[config.mk]
export PLATFORM = sky130hd
export DESIGN_NAME = cfrag_cfg_loader
export DESIGN_NICKNAME = d
export VERILOG_FILES = /design/src/rtl/cfrag_cfg_loader.sv
export SDC_FILE = /design/constraint.sdc
export NUM_CORES = 1
export LEC_CHECK = 0
export BUFFER_PORTS_ARGS = -buffer_cell sky130_fd_sc_hd__buf_2
export CORE_MARGIN = 5
export CORE_UTILIZATION = 50
export CTS_CLUSTER_SIZE = 40
export DETAILED_ROUTE_END_ITERATION = 12
export PLACE_DENSITY = 0.76
export RECOVER_POWER = 50
export REMOVE_ABC_BUFFERS = 1
export SLEW_MARGIN = 20
export SYNTH_ARGS = -nofsm -noshare
export SYNTH_HDL_FRONTEND = slang
export SYNTH_SLANG_ARGS = --single-unit
[constraint.sdc]
create_clock -name QCK -period 2.55 [get_ports QCK]
set_clock_uncertainty 0.05 [all_clocks]
set_input_delay 0.255 -clock QCK [delete_from_list [all_inputs] [get_ports QCK]]
set_output_delay 0.255 -clock QCK [all_outputs]
set_load 0.02 [all_outputs]
[src/rtl/cfrag_cfg_loader.sv]
// Configuration sequencer: host writes per-cell words into a shadow file, a commit
// shifts the image serially into the cell chain and latches it, mirroring it on cfg_bits.
`timescale 1ns/1ps
module cfrag_cfg_loader #(
  parameter int NCELLS = 4,
  parameter int ADDR_W = 2
) (
  input  logic                  QCK,
  input  logic                  QRT,
  input  logic                  wr_valid,
  output logic                  wr_ready,
  input  logic [ADDR_W-1:0]     wr_addr,
  input  logic [7:0]            wr_data,
  output logic                  wr_err,
  input  logic                  commit,
  output logic                  busy,
  output logic                  done,
  output logic                  cfg_shift,
  output logic                  cfg_sdo,
  output logic                  cfg_latch,
  output logic [8*NCELLS-1:0]   cfg_bits
);

  localparam int unsigned NBITS = 8 * NCELLS;
  localparam int unsigned CNT_W = $clog2(NBITS);
  localparam logic [CNT_W-1:0] LAST = CNT_W'(NBITS - 1);

  typedef enum logic [1:0] {IDLE, SHIFT, LATCH} state_t;

  state_t             state_q, state_d;
  logic [NBITS-1:0]   shadow, image, sreg;
  logic [CNT_W-1:0]   bit_cnt;
  logic               wr_fire, addr_ok;

  assign wr_ready = (state_q == IDLE) && !QRT;
  assign wr_fire  = wr_valid && wr_ready;
  assign addr_ok  = 32'(wr_addr) < NCELLS;

  // Shadow with this cycle's accepted write applied; also forwards a write
  // that coincides with commit into the shift-register load.
  always_comb begin
    image = shadow;
    for (int unsigned i = 0; i < NCELLS; i++) begin
      if (wr_fire && wr_addr == ADDR_W'(i))
        image[8*i +: 8] = wr_data;
    end
  end

  always_comb begin
    state_d = state_q;
    case (state_q)
      IDLE:    if (commit) state_d = SHIFT;
      SHIFT:   if (bit_cnt == LAST) state_d = LATCH;
      LATCH:   state_d = IDLE;
      default: state_d = IDLE;
    endcase
  end

  always_ff @(posedge QCK) begin
    if (QRT) begin
      state_q   <= IDLE;
      shadow    <= '0;
      sreg      <= '0;
      bit_cnt   <= '0;
      cfg_bits  <= '0;
      busy      <= 1'b0;
      done      <= 1'b0;
      cfg_shift <= 1'b0;
      cfg_latch <= 1'b0;
      cfg_sdo   <= 1'b0;
      wr_err    <= 1'b0;
    end else begin
      state_q   <= state_d;
      shadow    <= image;
      wr_err    <= wr_fire && !addr_ok;
      done      <= (state_q == LATCH);
      busy      <= (state_d != IDLE);
      cfg_shift <= (state_d == SHIFT);
      cfg_latch <= (state_d == LATCH);
      cfg_sdo   <= 1'b0;
      case (state_q)
        IDLE: begin
          if (commit) begin
            sreg    <= image;
            bit_cnt <= '0;
            cfg_sdo <= image[NBITS-1];
          end
        end
        SHIFT: begin
          // cfg_sdo is registered, so it presents the bit the shift is about to expose
          sreg <= sreg << 1;
          if (bit_cnt != LAST) begin
            bit_cnt <= bit_cnt + CNT_W'(1);
            cfg_sdo <= sreg[NBITS-2];
          end
        end
        LATCH:   cfg_bits <= shadow;
        default: ;
      endcase
    end
  end

endmodule

==> out/summary.txt <==
status -> finished clean
path type of the worst min-delay path -> in -> reg
max_slew headroom -> 0.4420
clock tree root buffer cell -> clkbuf_8
H-tree depth -> 3
Fmax achieved -> 498.7 MHz
Die Footprint -> 11,000 sq um
worst slew pin tran -> 0.8371 ns
GP Congestion -> 0.8651
fill count -> 834
top post-synthesis cells by area -> dfxtp_1, a21oi_1, nand2_1
CTS Hold Bufs -> 0
initial antenna violation count -> 1
Synth top area share -> 0.4758
Cell Area, Synth -> 4502 sq um
fraction of layout cells with a size suffix above 1 -> 0.1060
mean post-synth cell area -> 8.724 sq um
Hold Fails Final Rpt -> 0
final setup vio count -> 0
drt wl/cell -> 17.43 microns
Slew Viols, Final -> 0
RSZ-0062 raised after global routing -> no
Cell Count, Final, Fillers Out -> 655
grt ovf -> 0
Netlist cell types -> 39
Worst-path clk slew -> 0.10 ns
clock latency on the worst-skew pair -> 0.38 ns
PortBufs -> 51
Die Wd -> 104.9 microns
PD cells -> 590.2 nW/um^2
via count -> 4,072
vias in the first global route -> 3,801
Synth area leader -> dfxtp_1
chip height -> 104.9 microns
DR pass1 iterations -> 5
reg2reg start -> state_q[0]$_SDFF_PP0_
setup tns final -> 0 ns
Global Route Usage Sum -> 0.2048
data arrival time of the critical path -> 2.25 ns
EDFF count, synth -> 0
Critical Path RT -> 2.79 ns
period utilisation layout -> 0.7863
hold path start -> commit
fin nets -> 558
count leader, synth -> dfxtp_1
ANT nets after route -> 0
largest net degree at the start of global routing -> 42
critical path startpoint -> state_q[0]$_SDFF_PP0_
Post-Synthesis Cells -> 516
CTS Sinks -> 107
Post-CTS Setup Inserts -> 0
Core Area -> 8763 sq um
peak supply drop -> 0.0003197 V
io pins -> 53
Vias/cell -> 6.217
maximum fanout along the worst path -> 18
final hold slack -> 0.1435 ns
Tmin final -> 2.005 ns
Synthesis Warnings -> 0
post-CTS resize count -> 0
Main synth FF type -> dfxtp_1
Async S/R FF share, synth -> 0
CP Launch Type -> flip-flop
Yosys reg bits -> 107
Iter 0 DRT Violations -> 373
Starting Density -> 0.5137
Rows -> 34
commonest cells in the netlist -> dfxtp_1, nand2_1, a21oi_1, clkbuf_1, o21ai_0
register area share after synthesis -> 0.4758
Leakage Power -> 1.505 nW
Post-route DRC -> 0
ANT cells -> 0
max cap viols -> 0
CP Capture Type -> flip-flop
number of CTS-inserted buffers -> 9
CTS tree -> yes
critical setup path kind -> reg -> reg
first-pass GRT wire length -> 18.82 mm
Detailed Place HPWL -> 7.431 mm
Area Overhead vs Synth -> 9.644%
Routed WL -> 11.42 mm
CTS Buffer Depth -> 2
Placed Cells -> 639
[placed cells by master, fill, tap and decap left out, drive strengths merged, types with 2 or more instances in the layout]
master    count
nor3          7
nor4b         2
and2          4
nand3        26
o211ai       33
o221ai       30
nand4b        9
dfxtp       107
nand2b        4
ha            2
o21ai        35
nand2        79
clkbuf       51
or2           2
buf          29
inv           3
a22oi        30
a21oi        68
clkinvlp      3
nor3b         2
nor2b         3
nor2          5
[layer usage]
metal	share of wire	GRT usage	up-vias
li1	-	-	1958
met1	0.43	0.2717	1921
met2	0.47	0.3332	167
met3	0.079	0.03884	24
met4	0.022	0.07397	2
met5	0.0018	0	-
[state kept, by name, indices dropped and copies added (netlist names)]
| signal | flops |
|---|---|
| cfg_bits | 32 |
| state_q | 2 |
| cfg_shift | 1 |
| done | 1 |
| sreg | 31 |
| cfg_latch | 1 |
| busy | 1 |
| cfg_sdo | 1 |
| bit_cnt | 5 |
| shadow | 32 |
[power breakdown]
group          switching, mW  total [mW]  leakage (nW)  internal [mW]
logic                  0.172       0.228         0.556         0.0560
registers             0.0127        1.70         0.864           1.69
clock network          0.592       0.983        0.0855          0.390
[area by class of cell]
cell class | instances | area [sq um] | share of cell area
flip-flops and latches | 107 | 2142 | 0.4340
multi-input cells | 353 | 2130 | 0.4314
repair buffers | 70 | 339.1 | 0.06869
clock buffers | 10 | 137.6 | 0.02788
well taps | 108 | 135.1 | 0.02738
clock inverters | 6 | 48.80 | 0.009886
inverters | 1 | 3.754 | 0.0007605
[critical path, cell delays in order (launching register included)]
cell and delay [ns]:
dfxtp_1 0.34, clkbuf_1 0.21, o21bai_2 0.66, buf_4 0.35, a22oi_1 0.15, o221ai_2 0.18
[final timing paths]
kind | end | cells past startpoint | slack [ns]
setup / recovery | sreg[14]$_SDFFE_PP0P_ | 5 | 0.54
setup reg to reg | sreg[14]$_SDFFE_PP0P_ | 5 | 0.54
hold reg to reg | cfg_bits[11]$_SDFFE_PP0P_ | 2 | 0.41
hold / removal | busy$_SDFF_PP0_ | 3 | 0.14
[per-stage QoR]
step	power (mW)	instance area [sq um]	utilization	worst slack [ns]
final	2.913	4936	0.5633	0.5449
after detailed placement	1.966	4813	0.5493	0.5538
after floorplan	1.843	4263	-	-0.4090
after global routing	3.037	4936	0.5633	0.4004
after CTS	2.931	5000	0.5705	0.6386
after global placement	1.962	4813	0.5493	0.5912
[kinds of logic after synthesis]
logic type | Yosys count | synth area share
other | 1 | 0.0008330
adders and majority gates | 2 | 0.005558
and+or+nand+nor | 149 | 0.1656
xor gates and xnor gates | 1 | 0.001946
muxes | 1 | 0.002224
DFF | 107 | 0.4758
buffers and inverters | 56 | 0.05392
AOI/OAI and AO/OA | 199 | 0.2941
Power figures use the tool's default switching activity.
